--- config.mk ---
export PLATFORM = sky130hd
export DESIGN_NAME = vga_timing_gen
export DESIGN_NICKNAME = d
export VERILOG_FILES = /design/src/rtl/vga_pkg.sv /design/src/rtl/vga_delay_line.sv /design/src/rtl/vga_timing_gen.sv
export SDC_FILE = /design/constraint.sdc
export NUM_CORES = 1
export LEC_CHECK = 0
export ABC_CLOCK_PERIOD_IN_PS = 2360
export CAP_MARGIN = 30
export CORE_ASPECT_RATIO = 0.6
export CORE_MARGIN = 10
export CORE_UTILIZATION = 50
export DETAILED_ROUTE_END_ITERATION = 6
export PLACE_DENSITY = 0.86
export RECOVER_POWER = 50
export SYNTH_ARGS = -nofsm -noshare
export SYNTH_HDL_FRONTEND = slang
export SYNTH_SLANG_ARGS = --single-unit
--- constraint.sdc ---
create_clock -name clk -period 2.36 [get_ports clk]
set_clock_uncertainty 0.1 [all_clocks]
set_input_delay 0.472 -clock clk [delete_from_list [all_inputs] [get_ports clk]]
set_output_delay 0.472 -clock clk [all_outputs]
set_load 0.02 [all_outputs]
--- src/rtl/vga_pkg.sv ---
// Shared constants for the VGA timing generator: default 640x480@60 timing,
// the counter-width helper and the colour-bar palette used by the test pattern
// (enabled with VGA_TEST_PATTERN_EN).
package vga_pkg;

    // Default 640x480@60 raster (25.175 MHz pixel clock)
    localparam int unsigned H_ACTIVE_DEF = 640;
    localparam int unsigned H_FP_DEF     = 16;
    localparam int unsigned H_SYNC_DEF   = 96;
    localparam int unsigned H_BP_DEF     = 48;
    localparam int unsigned V_ACTIVE_DEF = 480;
    localparam int unsigned V_FP_DEF     = 10;
    localparam int unsigned V_SYNC_DEF   = 2;
    localparam int unsigned V_BP_DEF     = 33;

    // Colour bars: eight equal-width bars, index k drives {blue,green,red} = k
    localparam int unsigned NUM_BARS = 8;

    typedef enum logic [2:0] {
        BarBlack   = 3'd0,
        BarRed     = 3'd1,
        BarGreen   = 3'd2,
        BarYellow  = 3'd3,
        BarBlue    = 3'd4,
        BarMagenta = 3'd5,
        BarCyan    = 3'd6,
        BarWhite   = 3'd7
    } bar_colour_e;

    // Counter width large enough for the longer of the two raster dimensions
    function automatic int unsigned cnt_width(int unsigned h_total, int unsigned v_total);
        int unsigned longest;
        longest = (h_total > v_total) ? h_total : v_total;
        return $clog2(longest);
    endfunction

    // Bar index for a horizontal position; only meaningful while h < h_active
    function automatic logic [2:0] bar_index(int unsigned h, int unsigned h_active);
        int unsigned k;
        k = (h * NUM_BARS) / h_active;
        return k[2:0];
    endfunction

endpackage

--- src/rtl/vga_delay_line.sv ---
// Fixed-depth shift register that advances only on enable; async active-low
// clear empties every stage.
module vga_delay_line #(
    parameter int unsigned WIDTH = 1,
    parameter int unsigned DEPTH = 1
) (
    input  logic             clk,
    input  logic             rst_n,
    input  logic             en,
    input  logic [WIDTH-1:0] din,
    output logic [WIDTH-1:0] dout
);

    logic [WIDTH-1:0] stages [DEPTH];

    // Shift one stage per enabled tick, clear everything on reset
    always_ff @(posedge clk or negedge rst_n) begin
        if (!rst_n) begin
            for (int i = 0; i < DEPTH; i++) begin
                stages[i] <= '0;
            end
        end else if (en) begin
            stages[0] <= din;
            for (int i = 1; i < DEPTH; i++) begin
                stages[i] <= stages[i-1];
            end
        end
    end

    assign dout = stages[DEPTH-1];

endmodule

--- src/rtl/vga_timing_gen.sv ---
// VGA raster timing generator: pixel counters, sync/de generation, a
// PIPE_LAT-deep delay line matching the pixel source latency, and registered
// colour outputs blanked outside the visible area.
// Optional feature: define VGA_TEST_PATTERN_EN to add the test_en input and
// an eight-bar colour test pattern.
module vga_timing_gen
    import vga_pkg::*;
#(
    parameter int unsigned H_ACTIVE = H_ACTIVE_DEF,
    parameter int unsigned H_FP     = H_FP_DEF,
    parameter int unsigned H_SYNC   = H_SYNC_DEF,
    parameter int unsigned H_BP     = H_BP_DEF,
    parameter int unsigned V_ACTIVE = V_ACTIVE_DEF,
    parameter int unsigned V_FP     = V_FP_DEF,
    parameter int unsigned V_SYNC   = V_SYNC_DEF,
    parameter int unsigned V_BP     = V_BP_DEF,
    parameter int unsigned CH_W     = 1,
    parameter bit          SYNC_POL = 1'b0,
    parameter int unsigned PIPE_LAT = 1,
    localparam int unsigned CNT_W   = cnt_width(H_ACTIVE + H_FP + H_SYNC + H_BP,
                                                V_ACTIVE + V_FP + V_SYNC + V_BP)
) (
    input  logic              clk,
    input  logic              rst_n,
    input  logic              pix_en,
`ifdef VGA_TEST_PATTERN_EN
    input  logic              test_en,
`endif
    input  logic [3*CH_W-1:0] rgb_in,
    output logic [CH_W-1:0]   red_out,
    output logic [CH_W-1:0]   green_out,
    output logic [CH_W-1:0]   blue_out,
    output logic              hsync,
    output logic              vsync,
    output logic              de,
    output logic [CNT_W-1:0]  hor_count,
    output logic [CNT_W-1:0]  ver_count,
    output logic              frame_start
);

    localparam int unsigned H_TOTAL = H_ACTIVE + H_FP + H_SYNC + H_BP;
    localparam int unsigned V_TOTAL = V_ACTIVE + V_FP + V_SYNC + V_BP;
    // One spare bit so sync end positions equal to 2**CNT_W still compare correctly
    localparam int unsigned CMP_W   = CNT_W + 1;

    localparam logic [CNT_W-1:0] H_LAST   = CNT_W'(H_TOTAL - 1);
    localparam logic [CNT_W-1:0] V_LAST   = CNT_W'(V_TOTAL - 1);
    localparam logic [CMP_W-1:0] H_VIS    = CMP_W'(H_ACTIVE);
    localparam logic [CMP_W-1:0] V_VIS    = CMP_W'(V_ACTIVE);
    localparam logic [CMP_W-1:0] HS_START = CMP_W'(H_ACTIVE + H_FP);
    localparam logic [CMP_W-1:0] HS_END   = CMP_W'(H_ACTIVE + H_FP + H_SYNC);
    localparam logic [CMP_W-1:0] VS_START = CMP_W'(V_ACTIVE + V_FP);
    localparam logic [CMP_W-1:0] VS_END   = CMP_W'(V_ACTIVE + V_FP + V_SYNC);

`ifdef VGA_TEST_PATTERN_EN
    localparam int unsigned DLY_W = 7;
`else
    localparam int unsigned DLY_W = 4;
`endif

    logic [CMP_W-1:0]  hor_ext, ver_ext;
    logic              hs_raw, vs_raw, de_raw, fs_raw;
    logic [DLY_W-1:0]  dly_in, dly_out;
    logic [3*CH_W-1:0] pix_rgb;

    // Raster counters: hor wraps at line end and carries into ver
    always_ff @(posedge clk or negedge rst_n) begin
        if (!rst_n) begin
            hor_count <= '0;
            ver_count <= '0;
        end else if (pix_en) begin
            if (hor_count == H_LAST) begin
                hor_count <= '0;
                ver_count <= (ver_count == V_LAST) ? '0 : ver_count + 1'b1;
            end else begin
                hor_count <= hor_count + 1'b1;
            end
        end
    end

    assign hor_ext = {1'b0, hor_count};
    assign ver_ext = {1'b0, ver_count};

    // Raw flags are polarity-free (1 = active) so cleared delay stages read as inactive
    assign hs_raw = (hor_ext >= HS_START) && (hor_ext < HS_END);
    assign vs_raw = (ver_ext >= VS_START) && (ver_ext < VS_END);
    assign de_raw = (hor_ext < H_VIS) && (ver_ext < V_VIS);
    assign fs_raw = (hor_count == '0) && (ver_count == '0);

`ifdef VGA_TEST_PATTERN_EN
    assign dly_in = {bar_index(32'(hor_count), H_ACTIVE), fs_raw, de_raw, vs_raw, hs_raw};
`else
    assign dly_in = {fs_raw, de_raw, vs_raw, hs_raw};
`endif

    vga_delay_line #(
        .WIDTH (DLY_W),
        .DEPTH (PIPE_LAT)
    ) u_delay_line (
        .clk   (clk),
        .rst_n (rst_n),
        .en    (pix_en),
        .din   (dly_in),
        .dout  (dly_out)
    );

    // Pick the pixel source: external rgb_in, or the bar colour when the pattern is on
    always_comb begin
        pix_rgb = rgb_in;
`ifdef VGA_TEST_PATTERN_EN
        if (test_en) begin
            pix_rgb = {{CH_W{dly_out[6]}}, {CH_W{dly_out[5]}}, {CH_W{dly_out[4]}}};
        end
`endif
    end

    // Output register: colour and delayed timing for one coordinate update together
    always_ff @(posedge clk or negedge rst_n) begin
        if (!rst_n) begin
            hsync       <= ~SYNC_POL;
            vsync       <= ~SYNC_POL;
            de          <= 1'b0;
            frame_start <= 1'b0;
            red_out     <= '0;
            green_out   <= '0;
            blue_out    <= '0;
        end else if (pix_en) begin
            hsync       <= dly_out[0] ? SYNC_POL : ~SYNC_POL;
            vsync       <= dly_out[1] ? SYNC_POL : ~SYNC_POL;
            de          <= dly_out[2];
            frame_start <= dly_out[3];
            if (dly_out[2]) begin
                red_out   <= pix_rgb[CH_W-1:0];
                green_out <= pix_rgb[2*CH_W-1:CH_W];
                blue_out  <= pix_rgb[3*CH_W-1:2*CH_W];
            end else begin
                red_out   <= '0;
                green_out <= '0;
                blue_out  <= '0;
            end
        end
    end

endmodule
==> results by group, run 1 <==
Status
  – Result of the run: finished clean

Floorplanning
  – Starting Density: 53.29%
  – Rows: 15
  – Die width: around 90 um
  – Die ar.: 5828 um2
  – Top Ports: 33
  – Floorplan Core Area: about 2900 um2
  – Die Y: approximately 63 um

Clock network
  – Hold-fix buffers at CTS: 0
  – Clk_lat worst skew: 0.29 ns
  – Post-CTS Setup Bufs: 0
  – Clk sinks: 31
  – CTS max path bufs: 2
  – Worst-path clk slew: 0.06 ns
  – Clock root cell: clkbuf_8
  – CTS tree: built
  – Post-cts repair resize count: 0
  – CTS buffer count: 5
  – Htree depth: 2

Timing
  – Worst hold slack: 0.4143 ns
  – Worst-margin pin slew: 0.7605 ns
  – Worst relative slew slack: between 40 and 50%
  – Post-route setup TNS: 0 ns
  – Final Hold Viols: 0
  – Fin. max-slew vios: 0
  – Final period util: between 90% and 100%
  – Setup Viol. Count Final: 0
  – Max Clock Freq: 438.7 MHz
  – Setup repair after global routing missed its margin: false
  – Min Clock Period, post-route: 2.279 ns

Setup path
  – Crit-path max FO: 4
  – Launch point of the critical path: pix_en
  – Critical path capture point type: register
  – Reg-to-reg critical path startpoint: ver_count[0]$_DFFE_PN0P_
  – Worst R2R Path Depth: 6
  – Worst EP required: between 2 and 2.5 ns
  – Worst setup path endpoint: ver_count[9]$_DFFE_PN0P_
  – Reg-to-Reg End: ver_count[3]$_DFFE_PN0P_
  – CP arrival: approximately 2.4 ns
  – Crit path launch type: input port
  – Reg2Reg Setup Slack: roughly 0.1 ns
  – CP Class: input port to register

Layout
  – Final #Nets: 209
  – Area Overhead vs Synth: 32.24%
  – Non-Filler Instances: 241
  – Seq. cell area: roughly 780 um2
  – FILL cells: 232
  – # diodes: 0
  – Area of the multi-input gates: 706.9 um2
  – Layout cells sized above 1: 13.07%

Route
  – Drt first pass iters: 5
  – DR vias: 1,344
  – Total wire length: between 3000 and 4000 um
  – Remaining DRCs: 0
  – Iteration-0 DRC Markers: 136
  – Antenna viol nets, final: 0
  – DR WL/cell: 16.58 um
  – Vias per Instance: 5.577

Placed design
  – RD Place Congestion: 0.8950
  – Cells after DPL: between 200 and 250
  – # port buffers: 32
  – Post-DP HPWL: a little under 3000 um

Synth
  – Synth cell types: 38
  – Cell taking the most area after synthesis: dfrtp_1
  – Main flop type after synthesis: dfrtp_1
  – Post-Syn Area: 1560 um2
  – Mean Syn Cell Area: 10.13 um2
  – Yosys reg bits: 31
  – Yosys top cell area share: a little under half
  – Area contributors post-synth: dfrtp_1 47%, o21ai_0 4.5%, ha_1 4.0%, nand3_1 3.8%, dfstp_2 3.4%
  – Post-Syn Nets: 165
  – Mapped Cells: between 150 and 200
  – Number of synthesis warnings: 0
  – Register area share after synthesis: 49.88%
  – EDFF count, synth: 0
  – Async S/R FF share, synth: 100.0%

Power
  – Cell Pwr Density: 649.5 nW/um2
  – Overall power: around 1.3 mW
  – Leakage Power: between 0.8 and 0.9 nW
  – Max VDD drop: 0.4360 mV

Min path
  – WHS Path Cells: 1
  – Worst hold path class: register to register

Global routing
  – First-pass GRT wire length: 6555 um
  – Largest net degree at the start of global routing: 32
  – Initial antenna violation count: 0
  – Vias in the first global route: about 1,300
  – All-Layer GR Usage: 13.78%
  – Global route total overflow: 0

Run
  – Max cap viols: 0
## synthesized netlist by cell type, types with 2 or more instances
cell type	count
clkbuf_1	2
and3_1	3
buf_2	3
inv_1	13
dfstp_2	2
dfrtp_1	29
o21ai_0	14
and4_1	2
a21oi_1	2
xnor2_1	5
ha_1	5
nand3_1	12
xor2_1	5
or4_1	3
nor2_1	6
nor3_1	4
or4b_1	2
nand2_1	11
mux2_2	4
nand2b_1	2
nand4_1	7
nor4b_1	2
## cell usage in the layout (no fill, tap or decap), types with 2 or more instances in the layout
| cell | netlist | final |
|---|---|---|
| clkbuf_8 | 0 | 5 |
| a21oi_1 | 2 | 2 |
| xor2_1 | 5 | 5 |
| nand2_1 | 11 | 11 |
| inv_1 | 13 | 13 |
| nor3_1 | 4 | 4 |
| o21ai_0 | 14 | 14 |
| dfrtp_1 | 29 | 29 |
| nor4b_1 | 2 | 2 |
| and3_1 | 3 | 3 |
| clkdlybuf4s50_1 | 0 | 30 |
| nand3_1 | 12 | 12 |
| buf_4 | 0 | 9 |
| nor2_1 | 6 | 6 |
| dfstp_2 | 2 | 2 |
| nand4_1 | 7 | 7 |
| and4_1 | 2 | 2 |
| ha_1 | 5 | 5 |
| clkbuf_1 | 2 | 4 |
| or4_1 | 3 | 3 |
| nand2b_1 | 2 | 2 |
| mux2_2 | 4 | 4 |
| or4b_1 | 2 | 2 |
| xnor2_1 | 5 | 5 |
| dlygate4sd3_1 | 0 | 2 |
## kinds of logic after synthesis
logic type | Yosys count | synth area share, %
AO/OA/AOI/OAI | 24 | 9.063
adder cells (fa/ha/maj) | 5 | 4.010
flip-flops | 31 | 49.88
AND/OR/NAND/NOR | 61 | 23.74
buffers and inverters | 19 | 4.811
multiplexers | 4 | 2.887
XOR/XNOR | 10 | 5.613
## critical path, cell delays in order
cell and delay, ns:
dlygate4sd3_1 0.60, nand4_4 0.11, or4_1 0.58, or4_1 0.53
o21ai_1 0.10
## area by class of cell
type,count,share of cell area [%]
tap,42,2.547
timing repair buffer,43,19.22
sequential,31,37.72
inverter,13,2.365
multi-input combinational,104,34.26
clock buffer,8,3.881
## registers in the layout (all words and copies together) (netlist names)
name / flops
hor_count: 10
ver_count: 10
u_delay_line.dout: 4
blue_out: 1
de: 1
frame_start: 1
green_out: 1
hsync: 1
red_out: 1
vsync: 1
## report_power, final
| part | total (mW) | leakage, nW | switching [mW] | internal (mW) |
|---|---|---|---|---|
| logic | 0.281 | 0.447 | 0.146 | 0.136 |
| registers | 0.660 | 0.395 | 0.0861 | 0.574 |
| clock network | 0.399 | 0.0395 | 0.190 | 0.209 |
| total | 1.34 | 0.882 | 0.422 | 0.919 |
## stage by stage
stage                     instance area [um2]  utilization (%)  setup slack, ns
after floorplan                          1560                -          0.07646
after global placement                   1989            67.95         -0.07564
after detailed placement                 1989            67.95          -0.1493
after CTS                                2069            70.68           0.1225
after global routing                     2063            70.47          0.02747
final                                    2063            70.47          0.08072
## worst min-delay path by stage
stage	slack (ns)	startpoint	endpoint
finish	0.41	de$_DFFE_PN0P_	de$_DFFE_PN0P_
global route	0.45	frame_start$_DFFE_PN0P_	frame_start$_DFFE_PN0P_
CTS	0.42	de$_DFFE_PN0P_	de$_DFFE_PN0P_
detailed placement	0.40	de$_DFFE_PN0P_	de$_DFFE_PN0P_
global placement	0.39	u_delay_line.dout[3]$_DFFE_PN0P_	frame_start$_DFFE_PN0P_
floorplan	0.08	rst_n	blue_out$_DFFE_PN0P_
## layer usage
| layer | track usage [%] | share of wire [%] | vias to the layer above |
|---|---|---|---|
| li1 | - | - | 638 |
| met1 | 17.54 | 44 | 632 |
| met2 | 20.00 | 43 | 65 |
| met3 | 6.028 | 11 | 9 |
| met4 | 5.172 | 1.4 | 0 |
| met5 | 0 | 0 | - |
(Power assumes the default switching activity.)
==> run 2, diff against run 1 <==
--- a/config.mk
+++ b/config.mk
@@ -11,6 +11,7 @@
 export CORE_MARGIN = 10
 export CORE_UTILIZATION = 50
 export DETAILED_ROUTE_END_ITERATION = 6
+export GPL_ROUTABILITY_DRIVEN = 0
 export PLACE_DENSITY = 0.86
 export RECOVER_POWER = 50
 export SYNTH_ARGS = -nofsm -noshare
==> run 2 against run 1 <==
Global-route usage is 0.31 points higher. Flip-flop and latch count stayed put. Sequential power hardly changed. Largest cell class unchanged. Non-clock buffer count stayed put. Combinational power hardly changed. Wire length is 0.65% lower. Register-to-register slack better by 0.04 ns. Critical path type unchanged. Via count is 0.52% higher. Sequential share of layout area is 0.36 points lower. Largest power group unchanged. Highest routed layer unchanged.
==> results by group, run 2 (synthesized netlist as in run 1, its figures left out) <==
Timing
  – Final Hold Viols: 0
  – Min Clock Period, post-route: 2.282 ns
  – Post-route setup TNS: 0 ns
  – Setup WS post-layout: 0.07775 ns
  – Setup repair after global routing missed its margin: false
  – Worst relative slew slack: 49.65%
  – Fin. max-slew vios: 0
  – Setup Viol. Count Final: 0
  – Worst-margin pin slew: 0.7553 ns
  – Final period util: just under 100%
  – Max Clock Freq: 438.2 MHz

Layout
  – Final Util: 71.15%
  – # diodes: 0
  – Area Overhead vs Synth: 33.52%
  – Final #Nets: roughly 210
  – Most frequent cells in the layout: 30 x clkdlybuf4s50_1, 29 x dfrtp_1, 14 x o21ai_0, 13 x inv_1, 12 x nand3_1
  – Final instance area: roughly 2100 um2
  – Layout cells sized above 1: 14.07%
  – Commonest non-fill, non-tap cell in the layout: clkdlybuf4s50_1

Setup path
  – Crit-path max FO: 4
  – CP Class: input port to register
  – Critical path's slowest cell: dlygate4sd3_1
  – Top Family by Delay on Critical Path: simple AND/OR/NAND/NOR gates
  – Critical path capture point type: register
  – Worst EP required: ~2.5 ns
  – Levels on crit path: 5
  – Worst R2R Path Depth: 6
  – CP most frequent cell: or4_1
  – Cell-by-cell trace of the critical path: dlygate4sd3_1 > nand4_4 > or4_1 > or4_1 > o21ai_1
  – Buf/Inv on CP: 1
  – Crit path launch type: input port
  – Crit path largest cell delay: 0.61 ns
  – CP arrival: 2.39 ns

Power
  – Leakage Power: 0.8937 nW
  – Max VDD drop: 0.3720 mV
  – Cell Pwr Density: 670.9 nW/um2
  – Overall power: ~1.4 mW

Min path
  – Worst hold path class: register to register
  – WHS Path Cells: 1

Clock network
  – Post-cts repair resize count: 0
  – CTS tree: built
  – Clk sinks: 31
  – CTS buffer count: 5
  – Hold-fix buffers at CTS: 0
  – Clk_lat worst skew: between 0.2 and 0.3 ns
  – CTS max path bufs: 2
  – Worst-path clk slew: 0.06 ns
  – Htree depth: 2
  – Post-CTS Setup Bufs: 0
  – Clock root cell: clkbuf_8

Route
  – DR vias: between 1,000 and 1,500
  – Total wire length: 3969 um
  – Remaining DRCs: 0
  – Iteration-0 DRC Markers: 126
  – Drt first pass iters: 4
  – DR WL/cell: ~16 um
  – Vias per Instance: 5.606
  – Antenna viol nets, final: 0

Global routing
  – Global route total overflow: 0
  – Largest net degree at the start of global routing: 32
  – First-pass GRT wire length: 6686 um
  – All-Layer GR Usage: 14.09%
  – Vias in the first global route: around 1,400
  – Initial antenna violation count: 0

Floorplanning
  – Rows: 15
  – Die ar.: ~5800 um2
  – Die Y: 63.27 um
  – Top Ports: 33
  – Starting Density: 53.29%
  – Die width: 92.12 um
  – Floorplan Core Area: between 2000 and 3000 um2

Placed design
  – DP Worst Slack: -0.1405 ns
  – Post-DP Area: 1989 um2
  – # port buffers: 32
  – Post-DP HPWL: 2942 um

Status
  – Result of the run: finished clean

Run
  – Max cap viols: 0
-- run 2: cell counts in the layout (fill, tap and decap cells not counted) --
No cell type changed its count.
-- run 2: area by class of cell --
type                       count  area (um2)
tap                           42       52.55
inverter                      13       48.80
fill                         214       844.6
sequential                    31       778.2
clock buffer                   8       100.1
timing repair buffer          43       396.6
multi-input combinational    104       706.9
-- run 2: path summary, 6_finish.rpt --
| check | endpoint | slack [ns] | start |
|---|---|---|---|
| worst min register to register | frame_start$_DFFE_PN0P_ | 0.41 | u_delay_line.dout[3]$_DFFE_PN0P_ |
| worst max register to register | ver_count[3]$_DFFE_PN0P_ | 0.14 | ver_count[0]$_DFFE_PN0P_ |
| min in group asynchronous | ver_count[2]$_DFFE_PN0P_ | 0.69 | rst_n |
| max in group asynchronous | blue_out$_DFFE_PN0P_ | 1.00 | rst_n |
| worst min-delay path | frame_start$_DFFE_PN0P_ | 0.41 | u_delay_line.dout[3]$_DFFE_PN0P_ |
| worst max-delay path | ver_count[9]$_DFFE_PN0P_ | 0.08 | pix_en |
-- run 2: worst register-to-register path, stage by stage (launching register included) --
cell	delay, ns
dfrtp_1	0.37
inv_1	0.12
ha_1	0.16
or4b_1	0.47
or4_4	0.50
a21o_2	0.21
a21o_1	0.17
-- run 2: through the flow --
step / std cells / hold WS (ns)
floorplan: 154 / 0.07641
global placement: 233 / 0.3917
detailed placement: 233 / 0.4050
CTS: 241 / 0.4140
global route: 241 / 0.4216
finish: 241 / 0.4088
-- run 2: report_power, final --
| part | switching, mW | leakage [nW] | total, mW | internal, mW |
|---|---|---|---|---|
| sequential | 0.0864 | 0.395 | 0.660 | 0.574 |
| combinational | 0.145 | 0.447 | 0.281 | 0.135 |
| clock | 0.191 | 0.0515 | 0.457 | 0.266 |
-- run 2: per-layer routing --
| layer | vias up | GRT usage (%) | routed length, um |
|---|---|---|---|
| li1 | 640 | - | - |
| met4 | 0 | 6.705 | 80 |
| met5 | - | 0 | 0 |
| met3 | 9 | 6.619 | 448 |
| met2 | 64 | 20.44 | 1711 |
| met1 | 638 | 17.17 | 1730 |
==> run 3, diff against run 2 <==
--- a/config.mk
+++ b/config.mk
@@ -10,10 +10,12 @@
 export CORE_ASPECT_RATIO = 0.6
 export CORE_MARGIN = 10
 export CORE_UTILIZATION = 50
+export CTS_CLUSTER_SIZE = 28
 export DETAILED_ROUTE_END_ITERATION = 6
-export GPL_ROUTABILITY_DRIVEN = 0
+export GPL_ROUTABILITY_DRIVEN = 1
 export PLACE_DENSITY = 0.86
 export RECOVER_POWER = 50
+export SLEW_MARGIN = 20
 export SYNTH_ARGS = -nofsm -noshare
 export SYNTH_HDL_FRONTEND = slang
 export SYNTH_SLANG_ARGS = --single-unit
==> results of run 3 <==
Same layout as run 1: the final DEF is identical, and so are final timing and power.
